## src/rtl/mem_port_arbiter_pkg.sv

```systemverilog
// Shared definitions for the memory data-port arbiter: FSM encoding,
// master indices and the word returned on a timed-out read.
package mem_port_arbiter_pkg;

   typedef enum logic [2:0] {
      ST_DRAIN = 3'd0,
      ST_IDLE  = 3'd1,
      ST_ISSUE = 3'd2,
      ST_WAIT  = 3'd3,
      ST_RESP  = 3'd4
   } state_e;

   localparam logic        M0           = 1'b0;
   localparam logic        M1           = 1'b1;
   localparam int          ADDR_W_DEF   = 14;
   localparam logic [31:0] ERR_DATA_DEF = 32'hDEADBEEF;

   // One-hot per-master strobe from a master index.
   function automatic logic [1:0] idx2oh(input logic idx);
      return idx ? 2'b10 : 2'b01;
   endfunction

endpackage

```

## src/rtl/mem_port_arbiter_rr_arb2.sv

```systemverilog
// Two-way round-robin winner select: a lone requester wins, a tie goes to
// the master that was not granted last.
module rr_arb2
   import mem_port_arbiter_pkg::*;
(
   input  logic [1:0] req_i,
   input  logic       rr_last_i,
   output logic       gnt_vld_o,
   output logic       gnt_idx_o
);

   // Winner decode from the request pair and the last grant.
   always_comb begin
      gnt_vld_o = |req_i;
      case (req_i)
         2'b01:   gnt_idx_o = M0;
         2'b10:   gnt_idx_o = M1;
         2'b11:   gnt_idx_o = (rr_last_i == M0) ? M1 : M0;
         default: gnt_idx_o = M0;
      endcase
   end

endmodule

```

## src/rtl/mem_port_arbiter.sv

```systemverilog
// Shares the memory data port between the CPU load/store unit (m0) and the
// screen frame-fetch engine (m1); one transaction at a time, read timeout.
module mem_port_arbiter
   import mem_port_arbiter_pkg::*;
#(
   parameter int          ADDR_W   = ADDR_W_DEF,
   parameter int          TIMEOUT  = 63,
   parameter logic [31:0] ERR_DATA = ERR_DATA_DEF
) (
   input  logic              clk,
   input  logic              reset,
   input  logic              m0_req,
   input  logic              m0_we,
   input  logic [ADDR_W-1:0] m0_addr,
   input  logic [31:0]       m0_wdata,
   input  logic [3:0]        m0_be,
   output logic              m0_ack,
   output logic              m0_err,
   output logic [31:0]       m0_rdata,
   input  logic              m1_req,
   input  logic              m1_we,
   input  logic [ADDR_W-1:0] m1_addr,
   input  logic [31:0]       m1_wdata,
   input  logic [3:0]        m1_be,
   output logic              m1_ack,
   output logic              m1_err,
   output logic [31:0]       m1_rdata,
   output logic [ADDR_W-1:0] mem_addr,
   output logic              mem_ren,
   output logic              mem_wen,
   output logic [31:0]       mem_wdata,
   output logic [3:0]        mem_be,
   input  logic [31:0]       mem_rdata,
   input  logic              mem_ready,
   output logic              busy
);

   localparam logic [7:0] TMO = 8'(TIMEOUT);

   state_e            state_q;
   logic              rr_last_q;
   logic              gnt_q;
   logic              we_q;
   logic [7:0]        cnt_q;
   logic [ADDR_W-1:0] mem_addr_q;
   logic [31:0]       mem_wdata_q;
   logic [3:0]        mem_be_q;
   logic              mem_ren_q;
   logic              mem_wen_q;
   logic [1:0]        ack_q;
   logic [1:0]        err_q;
   logic [31:0]       rdata0_q;
   logic [31:0]       rdata1_q;
   logic              busy_q;

   logic              gnt_vld_s;
   logic              gnt_idx_s;
   logic              sel_we_s;
   logic [ADDR_W-1:0] sel_addr_s;
   logic [31:0]       sel_wdata_s;
   logic [3:0]        sel_be_s;

   rr_arb2 u_rr_arb2 (
      .req_i     ({m1_req, m0_req}),
      .rr_last_i (rr_last_q),
      .gnt_vld_o (gnt_vld_s),
      .gnt_idx_o (gnt_idx_s)
   );

   assign sel_we_s    = (gnt_idx_s == M1) ? m1_we    : m0_we;
   assign sel_addr_s  = (gnt_idx_s == M1) ? m1_addr  : m0_addr;
   assign sel_wdata_s = (gnt_idx_s == M1) ? m1_wdata : m0_wdata;
   assign sel_be_s    = (gnt_idx_s == M1) ? m1_be    : m0_be;

   // Transaction FSM; strobes, acks, errors and read data are all registered.
   always_ff @(posedge clk or negedge reset) begin
      if (!reset) begin
         state_q     <= ST_DRAIN;
         rr_last_q   <= M1;
         gnt_q       <= M0;
         we_q        <= 1'b0;
         cnt_q       <= 8'd0;
         mem_addr_q  <= '0;
         mem_wdata_q <= 32'd0;
         mem_be_q    <= 4'd0;
         mem_ren_q   <= 1'b0;
         mem_wen_q   <= 1'b0;
         ack_q       <= 2'b00;
         err_q       <= 2'b00;
         rdata0_q    <= 32'd0;
         rdata1_q    <= 32'd0;
         busy_q      <= 1'b0;
      end else begin
         // Strobes and completion flags are single-cycle pulses.
         mem_ren_q <= 1'b0;
         mem_wen_q <= 1'b0;
         ack_q     <= 2'b00;
         err_q     <= 2'b00;
         case (state_q)
            ST_DRAIN: begin
               if (mem_ready) begin
                  state_q <= ST_IDLE;
                  busy_q  <= 1'b0;
               end else begin
                  busy_q  <= 1'b1;
               end
            end
            ST_IDLE: begin
               if (gnt_vld_s) begin
                  gnt_q       <= gnt_idx_s;
                  rr_last_q   <= gnt_idx_s;
                  we_q        <= sel_we_s;
                  mem_addr_q  <= sel_addr_s;
                  mem_wdata_q <= sel_wdata_s;
                  mem_be_q    <= sel_be_s;
                  mem_wen_q   <= sel_we_s;
                  mem_ren_q   <= ~sel_we_s;
                  busy_q      <= 1'b1;
                  state_q     <= ST_ISSUE;
               end else begin
                  busy_q      <= 1'b0;
               end
            end
            ST_ISSUE: begin
               cnt_q <= 8'd0;
               if (we_q) begin
                  ack_q   <= idx2oh(gnt_q);
                  state_q <= ST_RESP;
               end else begin
                  state_q <= ST_WAIT;
               end
            end
            ST_WAIT: begin
               if (mem_ready || (cnt_q == TMO)) begin
                  if (gnt_q == M1) begin
                     rdata1_q <= mem_ready ? mem_rdata : ERR_DATA;
                  end else begin
                     rdata0_q <= mem_ready ? mem_rdata : ERR_DATA;
                  end
                  ack_q   <= idx2oh(gnt_q);
                  err_q   <= mem_ready ? 2'b00 : idx2oh(gnt_q);
                  state_q <= ST_RESP;
               end else begin
                  cnt_q   <= cnt_q + 8'd1;
               end
            end
            ST_RESP: begin
               busy_q  <= 1'b0;
               state_q <= ST_IDLE;
            end
            default: begin
               busy_q  <= 1'b1;
               state_q <= ST_DRAIN;
            end
         endcase
      end
   end

   assign m0_ack    = ack_q[0];
   assign m1_ack    = ack_q[1];
   assign m0_err    = err_q[0];
   assign m1_err    = err_q[1];
   assign m0_rdata  = rdata0_q;
   assign m1_rdata  = rdata1_q;
   assign mem_addr  = mem_addr_q;
   assign mem_ren   = mem_ren_q;
   assign mem_wen   = mem_wen_q;
   assign mem_wdata = mem_wdata_q;
   assign mem_be    = mem_be_q;
   assign busy      = busy_q;

endmodule

```

## config.mk

```make
export PLATFORM = sky130hd
export DESIGN_NAME = mem_port_arbiter
export DESIGN_NICKNAME = d
export VERILOG_FILES = /design/src/rtl/mem_port_arbiter_pkg.sv /design/src/rtl/mem_port_arbiter_rr_arb2.sv /design/src/rtl/mem_port_arbiter.sv
export SDC_FILE = /design/constraint.sdc
export NUM_CORES = 1
export LEC_CHECK = 0
export CORE_MARGIN = 4
export CORE_UTILIZATION = 40
export CTS_CLUSTER_DIAMETER = 40
export DETAILED_ROUTE_END_ITERATION = 7
export GPL_ROUTABILITY_DRIVEN = 0
export GPL_TIMING_DRIVEN = 0
export PLACE_DENSITY_LB_ADDON = 0.12
export SYNTH_ARGS = -nofsm -noshare
export SYNTH_HDL_FRONTEND = slang
export SYNTH_SLANG_ARGS = --single-unit
```

## constraint.sdc

```tcl
create_clock -name clk -period 3.8 [get_ports clk]
set_input_delay 0.57 -clock clk [delete_from_list [all_inputs] [get_ports clk]]
set_output_delay 0.57 -clock clk [all_outputs]
set_load 0.005 [all_outputs]
```

==> run metrics <==
CTS tree=yes; Arrival @ worst endpoint=2.38 ns; startpoint types=input port; post-DP HPWL=13200 um; Worst Path Max Fanout=10; Worst R2R Setup Slack=1.80 ns; Hold Vio Cnt, Final=0; largest family of logic cells by synthesized area=compound AO/OA/AOI/OAI gates; DRT Wirelength=17500 um; post-synthesis register bit count=135; final cell count without fillers=967; Via Count=5021; most frequent cells in the layout=258 x clkdlybuf4s50_1, 134 x dfrtp_1, 83 x nor2_1; vias per cell=roughly 5.2; run status=completed; Synth Instances=around 490; max_cap viols=0; Synth Area in Compound Gates=19.3%; H-tree Lvls=4; CORE AREA=14500 um^2; crit path kind=input port to flop; Tcrit/Tclk final=53.7%; ys flop type=dfrtp_1; Site Rows=44; cts bufs inserted=17; Worst-Margin Slew=between 0.7 and 0.8 ns; PwrDens=758 nW/um^2; Post-Synth XOR/XNOR Area=0%; Clock Latency Late Sink=about 0.4 ns; Final nets=around 910; max-slew violations=0; HP Class=input port to asynchronous set/reset pin; Slew HR=52.0%; Initial DRC Count=173; post-cts repair resize count=0; WL per Instance=~18 um; sequential area share after synthesis=57.1%; FILL cells=1199; setup violators final=0; yosys warns=0; die area=around 17000 um^2; Netlist cell types=45; Root Driver=clkbuf_16; port buffer count=259; count of flip-flops with a built-in enable after synthesis=0; multiplexer area fraction after synthesis=9.39%; Sequential Area=roughly 3400 um^2; Worst VDD drop=0.354 mV; post-synthesis simple-gate area fraction=about a tenth; cts hold-fix bufs=0; area grow syn2layout=56.9%; # DRC=0; post-CTS setup buffers=0; Post-Syn Nets=~630; multi-input logic area=2300 um^2; Reg2Reg Depth=5; I/O Pins=between 200 and 300; syn avg cell area=12.0 um^2; Setup Skew=0.00937 ns; die span in x=130 um; r2r startpoint=state_q[2]; vias in the first global route=~5300; leakage power=3.90 nW; CTS max path bufs=2; final hold slack=0.141 ns; Required @ worst endpoint=4.14 ns; RSZ-0062 raised after global routing=false; area share of fa/ha/maj cells after synthesis=0.212%; FFs w/ async S/R, synth=between 90% and 100%; Clk pin slew, worst setup/hold paths=0.05 ns; GR Util All Layers=20.9%; share of cells above drive strength 1=10.6%; Routed Antenna Nets=0; placed cells=936; global-route wire length before repair=approximately 27000 um; Overflow after GRT=0; TritonCTS Sinks=roughly 140; Die Ht=130 um; initial antenna violation count=0; initial core utilization=40.7%; worst r2r dst=mem_wdata[6]; Final min period=2.04 ns; Fmax achieved=490 MHz; Detailed Routing Iterations Pass 1=4; Netlist Area Pre-Place=5910 um^2; Antenna Cells=0; crit end category=flop; largest net degree at the start of global routing=between 70 and 80; most common cell after layout, fill and taps aside=clkdlybuf4s50_1
-- cell families (layout without fill, tap and decap cells) --
| family | after synthesis | in the layout |
|---|---|---|
| buffers and inverters | 40 | 331 |
| adders and majority gates | 1 | 1 |
| AOI/OAI and AO/OA | 138 | 138 |
| and+or+nand+nor | 123 | 123 |
| muxes | 55 | 55 |
| DFF | 135 | 135 |
-- stage by stage --
stage               util, %  cell area, um^2  TNS (ns)  total power, mW  worst slack (ns)
floorplan                 -             5910         0             3.79              2.12
global placement       60.1             8740   -414.22             5.51             -3.09
detailed placement     60.3             8770         0             5.63              1.32
CTS                    63.8             9280         0             7.11              1.76
global route           63.8             9280         0             7.47              1.61
finish                 63.8             9280         0             7.03              1.76
-- state kept, by name (all words and copies together) (netlist names) --
name,flops
m0_rdata,32
m1_rdata,32
mem_wdata,32
mem_addr,14
cnt_q,8
mem_be,4
state_q,3
ack_q,2
err_q,2
busy,1
gnt_q,1
mem_ren,1
mem_wen,1
rr_last_q,1
we_q,1
-- power by group --
| group | leakage [nW] | switching, mW | internal (mW) | total, mW |
|---|---|---|---|---|
| logic | 2.07 | 1.16 | 1.86 | 3.02 |
| clock network | 0.255 | 0.566 | 0.877 | 1.44 |
| registers | 1.57 | 0.441 | 2.13 | 2.57 |
-- worst max path at each step --
stage                     startpoint             to  cells past startpoint
after floorplan             cnt_q[0]   m0_rdata[10]                      7
after global placement         reset  mem_wdata[27]                      1
after detailed placement   mem_ready   m0_rdata[17]                      4
after CTS                 state_q[2]    mem_addr[3]                      5
after global routing      state_q[2]    mem_addr[3]                      5
final                      mem_ready   m0_rdata[17]                      4
-- critical path, cell delays in order --
cell and delay (ns):
clkdlybuf4s50_1 0.62, clkbuf_1 0.46, clkbuf_1 0.46, a32o_1 0.26
-- synth_stat cells, types with 2 or more instances --
| master | number | area [um^2] |
|---|---|---|
| dfrtp_1 | 134 | 3350 |
| nor2_1 | 83 | 312 |
| a21oi_1 | 54 | 270 |
| mux2i_1 | 51 | 510 |
| a2bb2oi_1 | 28 | 245 |
| a2bb2oi_2 | 20 | 300 |
| buf_2 | 19 | 95.1 |
| a32o_1 | 16 | 160 |
| clkbuf_1 | 14 | 52.6 |
| nand2_1 | 7 | 26.3 |
| nor2b_1 | 5 | 31.3 |
| a22o_1 | 4 | 35.0 |
| buf_6 | 4 | 45.0 |
| a221o_1 | 3 | 30.0 |
| a31oi_1 | 3 | 18.8 |
| and2_1 | 3 | 18.8 |
| and3_1 | 3 | 18.8 |
| nor3b_1 | 3 | 22.5 |
| a21boi_0 | 2 | 15.0 |
| buf_12 | 2 | 40.0 |
| mux2_1 | 2 | 22.5 |
| mux2_2 | 2 | 22.5 |
| nand2b_1 | 2 | 12.5 |
| nand3_1 | 2 | 10.0 |
| nand3b_1 | 2 | 15.0 |
| nand4b_1 | 2 | 17.5 |
| nor3_1 | 2 | 10.0 |
| o21ai_0 | 2 | 10.0 |
| or3b_2 | 2 | 17.5 |
-- metal layers --
layer | track usage (%) | vias up | share of wire, %
met5 | 0 | - | 0
met4 | 7.95 | 0 | 2.1
met3 | 7.83 | 31 | 9.2
met2 | 34.5 | 204 | 50
met1 | 25.0 | 2439 | 39
li1 | - | 2347 | -
-- final cells by class --
class,instances,share of cell area (%)
inverters,1,0.0405
clock inverters,4,0.216
plain buffers,39,2.51
clock buffers,27,5.31
repair buffers,260,28.2
multi-input cells,317,24.8
flip-flops and latches,135,36.4
well taps,184,2.48
Note: power is estimated with default switching activity, not from simulation.
